`src/rtl/bcd_pkg.sv`:
```
// bcd_pkg: shared state encoding, digit-count helper and add-3 threshold for BCD converters
package bcd_pkg;
    typedef enum logic [1:0] {S_IDLE, S_CONVERT, S_DONE} bcd_state_t;
    localparam int BCD_ADD_THRESH = 5;
    function automatic int bcd_digits(input int width);
        return (width * 301) / 1000 + 1;
    endfunction
endpackage

```
`src/rtl/bcd_digit_adjust.sv`:
```
// bcd_digit_adjust: per-nibble add-3 correction (nibbles >= 5 gain 3, no inter-nibble carry)
// Ports: bcd_in - packed BCD before correction; bcd_out - corrected packed BCD
module bcd_digit_adjust
    import bcd_pkg::*;
#(
    parameter int DIGITS = 10
) (
    input  logic [4*DIGITS-1:0] bcd_in,
    output logic [4*DIGITS-1:0] bcd_out
);
    genvar d;
    for (d = 0; d < DIGITS; d++) begin : g_dig
        assign bcd_out[4*d +: 4] = (bcd_in[4*d +: 4] >= 4'(BCD_ADD_THRESH)) ? bcd_in[4*d +: 4] + 4'd3 : bcd_in[4*d +: 4];
    end
endmodule

```
`src/rtl/binary_to_bcd.sv`:
```
// binary_to_bcd: sequential shift-and-add-3 binary to BCD converter with valid/ready on both sides
// Ports: clk/reset (sync, active-high); in_valid/in_ready/in_data/in_signed operand side;
//        out_valid/out_ready result side with out_bcd (digit 0 in [3:0]), out_neg and
//        out_digits (significant digit count, 1 for zero)
module binary_to_bcd
    import bcd_pkg::*;
#(
    parameter  int WIDTH  = 32,
    localparam int DIGITS = bcd_digits(WIDTH),
    localparam int DW     = $clog2(DIGITS + 1),
    localparam int CW     = $clog2(WIDTH)
) (
    input  logic                clk,
    input  logic                reset,
    input  logic                in_valid,
    output logic                in_ready,
    input  logic [WIDTH-1:0]    in_data,
    input  logic                in_signed,
    output logic                out_valid,
    input  logic                out_ready,
    output logic [4*DIGITS-1:0] out_bcd,
    output logic                out_neg,
    output logic [DW-1:0]       out_digits
);
    bcd_state_t          state, state_next;
    logic [CW-1:0]       cnt;
    logic [WIDTH-1:0]    mag;
    logic [4*DIGITS-1:0] sr, adj, shifted;
    logic                neg_r, neg_in, last;
    logic [DW-1:0]       dig_cnt;

    bcd_digit_adjust #(.DIGITS(DIGITS)) u_adjust (.bcd_in(sr), .bcd_out(adj));

    assign in_ready  = state == S_IDLE;
    assign out_valid = state == S_DONE;
    assign neg_in    = in_signed && in_data[WIDTH-1];
    assign last      = cnt == CW'(WIDTH - 1);
    // shift the corrected register left, pulling in the magnitude MSB
    assign shifted   = (adj << 1) | {{(4*DIGITS-1){1'b0}}, mag[WIDTH-1]};

    // last nonzero digit found wins, i.e. the most significant one
    always_comb begin
        dig_cnt = DW'(1);
        for (int i = 0; i < DIGITS; i++)
            if (shifted[4*i +: 4] != 4'd0) dig_cnt = DW'(i + 1);
    end

    always_comb begin
        state_next = state;
        case (state)
            S_IDLE:    state_next = in_valid ? S_CONVERT : S_IDLE;
            S_CONVERT: state_next = last ? S_DONE : S_CONVERT;
            S_DONE:    state_next = out_ready ? S_IDLE : S_DONE;
            default:   state_next = S_IDLE;
        endcase
    end

    always_ff @(posedge clk)
        state <= reset ? S_IDLE : state_next;

    always_ff @(posedge clk) begin
        if (reset) begin
            cnt        <= '0;
            mag        <= '0;
            sr         <= '0;
            neg_r      <= 1'b0;
            out_bcd    <= '0;
            out_neg    <= 1'b0;
            out_digits <= DW'(1);
        end else if (state == S_IDLE && in_valid) begin
            // negation in WIDTH bits maps -2^(WIDTH-1) onto its correct unsigned magnitude
            mag   <= neg_in ? -in_data : in_data;
            neg_r <= neg_in;
            sr    <= '0;
            cnt   <= '0;
        end else if (state == S_CONVERT) begin
            sr  <= shifted;
            mag <= mag << 1;
            cnt <= cnt + 1'b1;
            if (last) begin
                out_bcd    <= shifted;
                out_neg    <= neg_r;
                out_digits <= dig_cnt;
            end
        end
    end
endmodule

```
`config.mk`:
```
export PLATFORM = sky130hd
export DESIGN_NAME = binary_to_bcd
export DESIGN_NICKNAME = d
export VERILOG_FILES = /design/src/rtl/bcd_pkg.sv /design/src/rtl/bcd_digit_adjust.sv /design/src/rtl/binary_to_bcd.sv
export SDC_FILE = /design/constraint.sdc
export NUM_CORES = 1
export LEC_CHECK = 0
export ABC_AREA = 1
export CORE_ASPECT_RATIO = 1.2
export CORE_UTILIZATION = 25
export DETAILED_ROUTE_END_ITERATION = 10
export DONT_BUFFER_PORTS = 1
export PLACE_DENSITY_LB_ADDON = 0.12
export SLEW_MARGIN = 20
export SYNTH_ARGS = -nofsm -noshare
export SYNTH_HDL_FRONTEND = slang
export SYNTH_SLANG_ARGS = --single-unit
```
`constraint.sdc`:
```
create_clock -name clk -period 3.3 [get_ports clk]
set_input_delay 0.66 -clock clk [delete_from_list [all_inputs] [get_ports clk]]
set_output_delay 0.66 -clock clk [all_outputs]
set_load 0.01 [all_outputs]
```
# Yosys cells after proc, flatten, opt, wreduce, memory -nomap -nowiden
# Cells that the tools add are included.
dict set report word_totals {
  register_bits 125
  out_inout_bits 47
  elab_cells 76
}
dict set report classes {
  n_addsub 12
  magnitude_cmp 10
  n_eq_ne 3
  muxes 26
  bitwise 2
  n_reduce_logical 15
}
# operator count
set ops {}
lappend ops {{$mux W32} 3}
lappend ops {{$mux W4} 15}
lappend ops {{$ge A4 B3 Y1 const B} 10}
lappend ops {{$or A40 B1 Y40} 1}
lappend ops {{$add A4 B2 Y4 const B} 9}
lappend ops {{$reduce_bool A4 Y1} 9}
lappend ops {{$neg A32 Y32} 1}
lappend ops {{$mux W2} 4}
lappend ops {{$mux W3} 2}
lappend ops {{$pmux W2 S3} 1}
lappend ops {{$add A5 B1 Y5 const B} 1}
lappend ops {{$eq A5 B5 Y1 const B} 1}
lappend ops {{$add A3 B2 Y3 const B} 1}
lappend ops {{$reduce_and A3 Y1} 1}
lappend ops {{$eq A2 B1 Y1 const B} 1}
lappend ops {{$eq A2 B2 Y1 const B} 1}
lappend ops {{$logic_and A1 B1 Y1} 2}
lappend ops {{$logic_not A2 Y1} 1}
lappend ops {{$reduce_bool A2 Y1} 1}
lappend ops {{$reduce_or A2 Y1} 1}
lappend ops {{$mux W1} 1}
lappend ops {{$not A1 Y1} 1}

# Depth between registers and ports, before layout
# Gate-level depths: netlist of run 1.
dict set report logic_depth {
  depth_word 13
  mapped_depth 18
  depth_no_buf 18
}

# Modules after synthesis
# A second synthesis of run 1 with hierarchy kept.
dict set report hier_totals {
  hier_cells 1095
  hier_area_um2 7013.0
}
# module n_inst cells_each area_per_inst_um2
set modules_own_cells {}
lappend modules_own_cells {binary_to_bcd 1 877 5801.8}
lappend modules_own_cells {bcd_digit_adjust 1 218 1211.2}

# Worst setup path before layout of run 1
# No wires, ideal clock.
dict set report synth_timing {
  path_type {input-to-reg}
  startpoint {input port in_data[1]}
  endpoint {register mag[18]}
  setup_time_ns 0.127
  t_arrival_ns 1.866
  t_required_ns 3.173
  slack_ns 1.307
  stages 10
  cell_sequence {inv_1 ha_1 nand4_2 or2_4 o21ai_4 nand2_2 xor2_1 nand2_1 nand2_1 a21oi_2}
}
dict set report synth_between {
  elab_chain_cells 3
}
# element line
set synth_lines {}
lappend synth_lines {{start: declaration} binary_to_bcd.sv:17} ;# input logic [WIDTH-1:0] in_data,
lappend synth_lines {{$neg A32 Y32} binary_to_bcd.sv:72} ;# mag <= neg_in ? -in_data : in_data;
lappend synth_lines {{$mux W32} binary_to_bcd.sv:72}
lappend synth_lines {{$mux W32} binary_to_bcd.sv:70} ;# end else if (state == S_IDLE && in_valid) begin
lappend synth_lines {{end signal: assignment} binary_to_bcd.sv:72}
lappend synth_lines {{end signal: assignment} binary_to_bcd.sv:78} ;# mag <= mag << 1;
lappend synth_lines {{end: declaration} binary_to_bcd.sv:27} ;# logic [WIDTH-1:0] mag;
# Every way passes these cells.
# A chain may end at the register's enable or synchronous reset.

# Worst setup path in the final report of run 1
dict set report layout_timing {
  startpoint {register cnt[0]}
  endpoint {register out_bcd[28]}
}
dict set report layout_between {
  elab_chain_cells 2
}
# element line
set layout_lines {}
lappend layout_lines {{start: declaration} binary_to_bcd.sv:26} ;# logic [CW-1:0] cnt;
lappend layout_lines {{start signal: assignment} binary_to_bcd.sv:79} ;# cnt <= cnt + 1'b1;
lappend layout_lines {{$eq A5 B5 Y1} binary_to_bcd.sv:37} ;# assign last = cnt == CW'(WIDTH - 1);
lappend layout_lines {{$reduce_and A3 Y1 (no line)} -}
lappend layout_lines {{end signal: assignment} binary_to_bcd.sv:81} ;# out_bcd <= shifted;
lappend layout_lines {{end: declaration} binary_to_bcd.sv:21} ;# output logic [4*DIGITS-1:0] out_bcd,
# Every way passes these cells.

==> impl_metrics.tcl, run 1 <==
set metrics [dict create \
    synthArstFlopShare_pct 0 \
    p_total_mw 4.111 \
    path_cells "ha_1 > inv_1 > nor3_1 > ha_1 > inv_1 > nor2_4 > buf_4 > o21ai_0 > o21bai_1 > inv_1" \
    gr-total-overflow 0 \
    cellPowerDensity_nw_per_um2 524.6 \
    drtPass1Iterations 7 \
    fp.dieH_um 184.9 \
    rows 66 \
    drc 0 \
    crit_cells 10 \
    n_fill_cell 3075 \
    synth_nets 1079 \
    clock.fmax_mhz 463.9 \
    h-tree-depth 4 \
    cts.repair.resized 0 \
    drt_iter0_drc 333 \
    regArea_um2 2502 \
    dp.cells 1323 \
    syn_to_final_growth_pct 12.44 \
    synth_cell_types 45 \
    grt_max_degree 71 \
    io_buffers 0 \
    start_util_pct 25.57 \
    via_per_inst 4.582 \
    min_period_ns 2.156 \
    crit_family "buffers and inverters" \
    slowest_stage "buf_4" \
    drive_above_1_share_pct 6.995 \
    routed_wl_mm 19.43 \
    critPathLaunchType "register" \
    finalSetupTns_ns 0 \
    cts_made_buffers 17 \
    rr_worst_depth 10 \
    final_area_um2 7836 \
    ant_nets 0 \
    crit_fanout 68 \
    final_cell_mix "nand2_1, inv_1, dfxtp_1, o21ai_0, a21oi_1" \
    grt_pass1_wl_mm 31.91 \
    track_usage_pct 14.25 \
    clk_latency_ns 0.42 \
    clock_path_buffers 2 \
    num_vias 6209 \
    clock_sink_count 125 \
    yosysSeqAreaShare_pct 35.91 \
    crit_top_cell "inv_1" \
    synth_area_um2 6969 \
    clkSlewWorstSetupHoldPaths_ns 0.06 \
    whs_path_depth 1 \
    post-cts-setup-buffers 0 \
    synth-edff-count 0 \
    rsz0062_at_grt "false" \
    core_area_um2 27250 \
    end_kind "register" \
    io_pins 84 \
    die_area_um2 28550 \
    ctsHoldBuffers 0 \
    finalSetupViolations 0 \
    synth_area_per_cell_um2 6.839 \
    dp_hpwl_mm 13.54 \
    antenna_found_initial 0 \
    worstMarginPinSlew_ns 0.7718 \
    globalplace.congestion 0.8044 \
    ir_worst_vdd_v 0.0002954 \
    relSlewSlack_pct 48.54 \
    ys_seq_elements 125 \
    finalCritPeriodShare_pct 65.32 \
    yosys_warnings 0 \
    die_w_um 154.4 \
    outcome "complete, no violations" \
    postPlaceCellArea_um2 7226 \
    cp_slowest_stage_delay_ns 0.58 \
    hp-class "in -> reg" \
    cts_root_buf "clkbuf_16" \
    finClkSkew_ns 0.01236 \
    multiInputGateArea_um2 3656 \
    syn_inst 1019 \
    crit_type "reg -> reg" \
    cts_tree "done" \
    diodes 0 \
    arrival_ns 2.51 \
    required_ns 3.66 \
    wl_per_cell_um 14.34 \
    hold_viol_final 0 \
    slew_viol_final 0 \
    final_nets 1062 \
    power_leakage_nw 3.559 \
    layout_commonest_cell "nand2_1" \
    cap_violations 0 \
    synthFlopType "dfxtp_1" \
    stdcell_count 1355 \
    cp_num_buf_inv 4 \
    grt_pass1_vias 6086 \
]
[worst paths after layout]
check / from / to / slack (ns)
worst min-delay path: reset / mag[6]$_SDFFE_PP0P_ / 0.31
worst max-delay path: cnt[0]$_SDFFE_PP0P_ / out_bcd[28]$_SDFFE_PP0P_ / 1.14
worst max register to register: cnt[0]$_SDFFE_PP0P_ / out_bcd[28]$_SDFFE_PP0P_ / 1.14
worst min register to register: mag[6]$_SDFFE_PP0P_ / mag[6]$_SDFFE_PP0P_ / 0.46
[cells in the mapped netlist, drive strengths merged, types with 16 or more instances]
cell type  instances  share of area (%)
nand2            252                 14
nand4             19                1.8
dfxtp            125                 36
clkbuf            27                2.0
inv              154                8.3
buf               16                1.2
o211ai            37                4.0
a21oi             88                6.4
ha                23                4.1
nor2              64                3.8
o21ai            102                7.5
xor2              27                3.4
nand3             35                2.7
[kinds of logic (layout without fill, tap and decap cells)]
| family | after synthesis | in the layout | share of synthesized area (%) |
|---|---|---|---|
| flip-flops | 125 | 125 | 35.91 |
| AND/OR/NAND/NOR | 392 | 392 | 23.82 |
| adder cells (fa/ha/maj) | 23 | 23 | 4.129 |
| buffers and inverters | 199 | 195 | 11.71 |
| XOR/XNOR | 29 | 29 | 3.645 |
| AO/OA/AOI/OAI | 251 | 251 | 20.79 |
[power by group]
group	internal [mW]	total [mW]	leakage, nW	switching [mW]
Clock	1.24	1.95	0.291	0.706
Sequential	1.58	1.62	1.02	0.0431
Combinational	0.175	0.544	2.25	0.369
Total	2.99	4.11	3.56	1.12
[worst register-to-register path, cell delays in order, from the launching register on]
cell      delay, ns
dfxtp_1        0.37
ha_1           0.19
inv_1          0.05
nor3_1         0.14
ha_1           0.17
inv_1          0.08
nor2_4         0.12
buf_4          0.58
o21ai_0        0.17
o21bai_1       0.18
inv_1          0.06
[sequential cells by signal, summed over array words and instances (netlist names)]
signal      flops
state           2
sr             40
neg_r           1
cnt             5
mag            32
out_digits      4
out_bcd        40
out_neg         1
[final cells by class]
cell class / instances / area share, %
Multi-Input combinational cell: 695 / 46.65
Sequential cell: 125 / 31.93
Inverter: 155 / 7.425
Clock buffer: 21 / 6.004
Tap cell: 340 / 5.429
Clock inverter: 11 / 1.788
Timing Repair Buffer: 8 / 0.7664
[through the flow]
step / setup slack, ns / util (%) / hold slack (ns)
floorplan: 1.307 / - / 0.4290
global placement: 1.145 / 26.52 / 0.4417
detailed placement: 1.090 / 26.52 / 0.4515
CTS: 1.113 / 28.76 / 0.2875
global route: 0.8752 / 28.76 / 0.2890
finish: 1.144 / 28.76 / 0.3132
[layer usage]
| metal | wire (µm) | vias up | track usage (%) |
|---|---|---|---|
| met5 | 0 | - | 0 |
| met4 | 202 | 0 | 4.079 |
| met3 | 894 | 13 | 3.603 |
| met2 | 9406 | 101 | 25.57 |
| met1 | 8921 | 2816 | 16.64 |
| li1 | - | 3279 | - |
Note: power is estimated with default switching activity, not from simulation.
==> run 2: changes to the inputs <==
==> constraint.sdc (replaced) <==
create_clock -name clk -period 1.74 [get_ports clk]
set_input_delay 0.348 -clock clk [delete_from_list [all_inputs] [get_ports clk]]
set_output_delay 0.348 -clock clk [all_outputs]
set_load 0.01 [all_outputs]
==> run 2 against run 1 <==
Against the previous run: the flow now finishes with violations (negative setup slack); wire length is 14% higher; final area is 21% higher; sequential cell count stayed put; clock power is 83% higher; core utilization is 6.1 points higher; cell count is 8.9% higher.
==> impl_metrics.tcl, run 2 (synthesis gave the netlist of run 1 again) <==
set metrics [dict create \
    num_vias 6649 \
    finClkSkew_ns 0.009909 \
    whs_path_depth 2 \
    rr_worst_depth 11 \
    drive_above_1_share_pct 27.73 \
    setup_ws_ns -0.04973 \
    gr-total-overflow 0 \
    dp.cells 1419 \
    crit_family "simple AND/OR/NAND/NOR gates" \
    critPathLaunchType "register" \
    crit_fanout 3 \
    ff2ff_setup_slack_ns -0.05 \
    cp_num_buf_inv 3 \
    routed_wl_mm 22.22 \
    min-delay-start "reset" \
    postPlaceCellArea_um2 8021 \
    final_area_um2 9495 \
    end_kind "register" \
    diodes 0 \
    utilization_pct 34.84 \
    wl_per_cell_um 15.05 \
    clock_sink_count 125 \
    io_buffers 0 \
    relSlewSlack_pct 74.08 \
    globalplace.congestion 0.7808 \
    violations "negative setup slack" \
    final_nets 1183 \
    outcome "finished, violations left" \
    power_leakage_nw 4.405 \
    hold_viol_final 0 \
    core_area_um2 27250 \
    die_w_um 154.4 \
    min_period_ns 1.790 \
    h-tree-depth 4 \
    min_to "out_digits[0]$_SDFFE_PP1P_" \
    multiInputGateArea_um2 4200 \
    io_pins 84 \
    grt_pass1_vias 6536 \
    layout_commonest_cell "nand2_1" \
    stdcell_count 1476 \
    syn_to_final_growth_pct 36.25 \
    rsz0062_at_grt "true" \
    regToRegStartpoint "sr[33]$_SDFFE_PP0P_" \
    grt_max_degree 48 \
    fp.dieH_um 184.9 \
    regArea_um2 2527 \
    clock_path_buffers 2 \
    finalCritPeriodShare_pct 102.9 \
    ant_nets 0 \
    slew_viol_final 0 \
    arrival_ns 2.10 \
    antenna_found_initial 0 \
    n_fill_cell 2930 \
    p_total_mw 8.220 \
    slowest_stage "dfxtp_2" \
    cellPowerDensity_nw_per_um2 865.6 \
    rows 66 \
    drt_iter0_drc 280 \
    cts_root_buf "clkbuf_16" \
    cp_slowest_stage_delay_ns 0.33 \
    track_usage_pct 15.26 \
    worstMarginPinSlew_ns 0.3873 \
    cap_violations 0 \
    via_per_inst 4.505 \
    drc 0 \
    top_regs "out_bcd: 40 flops, sr: 40 flops, mag: 32 flops" \
    die_area_um2 28550 \
    cts_tree "done" \
    r2r-end "out_digits[3]$_SDFFE_PP0P_" \
    crit_type "reg -> reg" \
    grt_pass1_wl_mm 33.78 \
    finalSetupViolations 3 \
    hold_slack_ns 0.03177 \
    clk_latency_ns 0.42 \
    cts_made_buffers 17 \
    path_cells "inv_2 > ha_4 > a21oi_4 > o21ai_4 > buf_6 > nand2_4 > nand4_1 > or2_4 > nor2_2 > buf_4 > nor2_2" \
    ir_worst_vdd_v 0.0006492 \
    dp_hpwl_mm 14.81 \
    hp-class "in -> reg" \
    required_ns 2.05 \
    clock.fmax_mhz 558.7 \
    crit_top_cell "nor2_2" \
    final_cell_mix "nand2_1, inv_1, buf_4, dfxtp_1, a21oi_1" \
    drtPass1Iterations 4 \
    clkSlewWorstSetupHoldPaths_ns 0.06 \
    start_util_pct 25.57 \
]
-- run 2: layout make-up --
type	count	share of cell area (%)
multi-input combinational	695	44.24
sequential	125	26.62
timing repair buffer	129	12.27
inverter	155	6.233
clock buffer	20	4.704
tap	340	4.480
clock inverter	12	1.463
-- run 2: where the power goes --
group / total (mW) / switching, mW / internal, mW
clock: 3.57 / 1.41 / 2.16
combinational: 1.57 / 0.895 / 0.673
sequential: 3.08 / 0.0887 / 2.99
-- run 2: worst max path at each step --
stage          cells past startpoint                start                         end  slack, ns
2_1_floorplan                     11  cnt[0]$_SDFFE_PP0P_  out_digits[2]$_SDFFE_PP0P_       0.04
3_3_place_gp                      13  sr[28]$_SDFFE_PP0P_  out_digits[2]$_SDFFE_PP0P_      -0.23
3_5_place_dp                      13  sr[28]$_SDFFE_PP0P_  out_digits[2]$_SDFFE_PP0P_      -0.22
4_1_cts                           11  sr[29]$_SDFFE_PP0P_  out_digits[2]$_SDFFE_PP0P_      -0.07
5_1_grt                           15  sr[28]$_SDFFE_PP0P_  out_digits[0]$_SDFFE_PP1P_      -0.15
6_report                          11  sr[33]$_SDFFE_PP0P_  out_digits[3]$_SDFFE_PP0P_      -0.05
-- run 2: repair_timing --
action | 4_1_cts | 5_1_grt
cloned | 1 | 4
setup buffers | 15 | 8
setup endpoints to repair | 26 | 68
hold endpoints to repair | 33 | 28
pin swaps | 23 | 34
resized for setup | 62 | 128
-- run 2: metal layers --
layer  GRT usage, %  vias to the layer above  part of all wire [%]
met1          17.49                     3008                    44
met2          27.71                      106                    50
met4          5.109                        0                   1.6
li1               -                     3515                     -
met3          3.556                       20                   3.9
met5              0                        -                     0
-- run 2: per-stage QoR --
stage / setup WS [ns] / setup TNS (ns)
final: -0.04973 / -0.1033
after floorplan: 0.03675 / 0
after global placement: -0.2329 / -1.464
after CTS: -0.06905 / -0.2179
after detailed placement: -0.2197 / -1.389
after global routing: -0.1490 / -0.8540
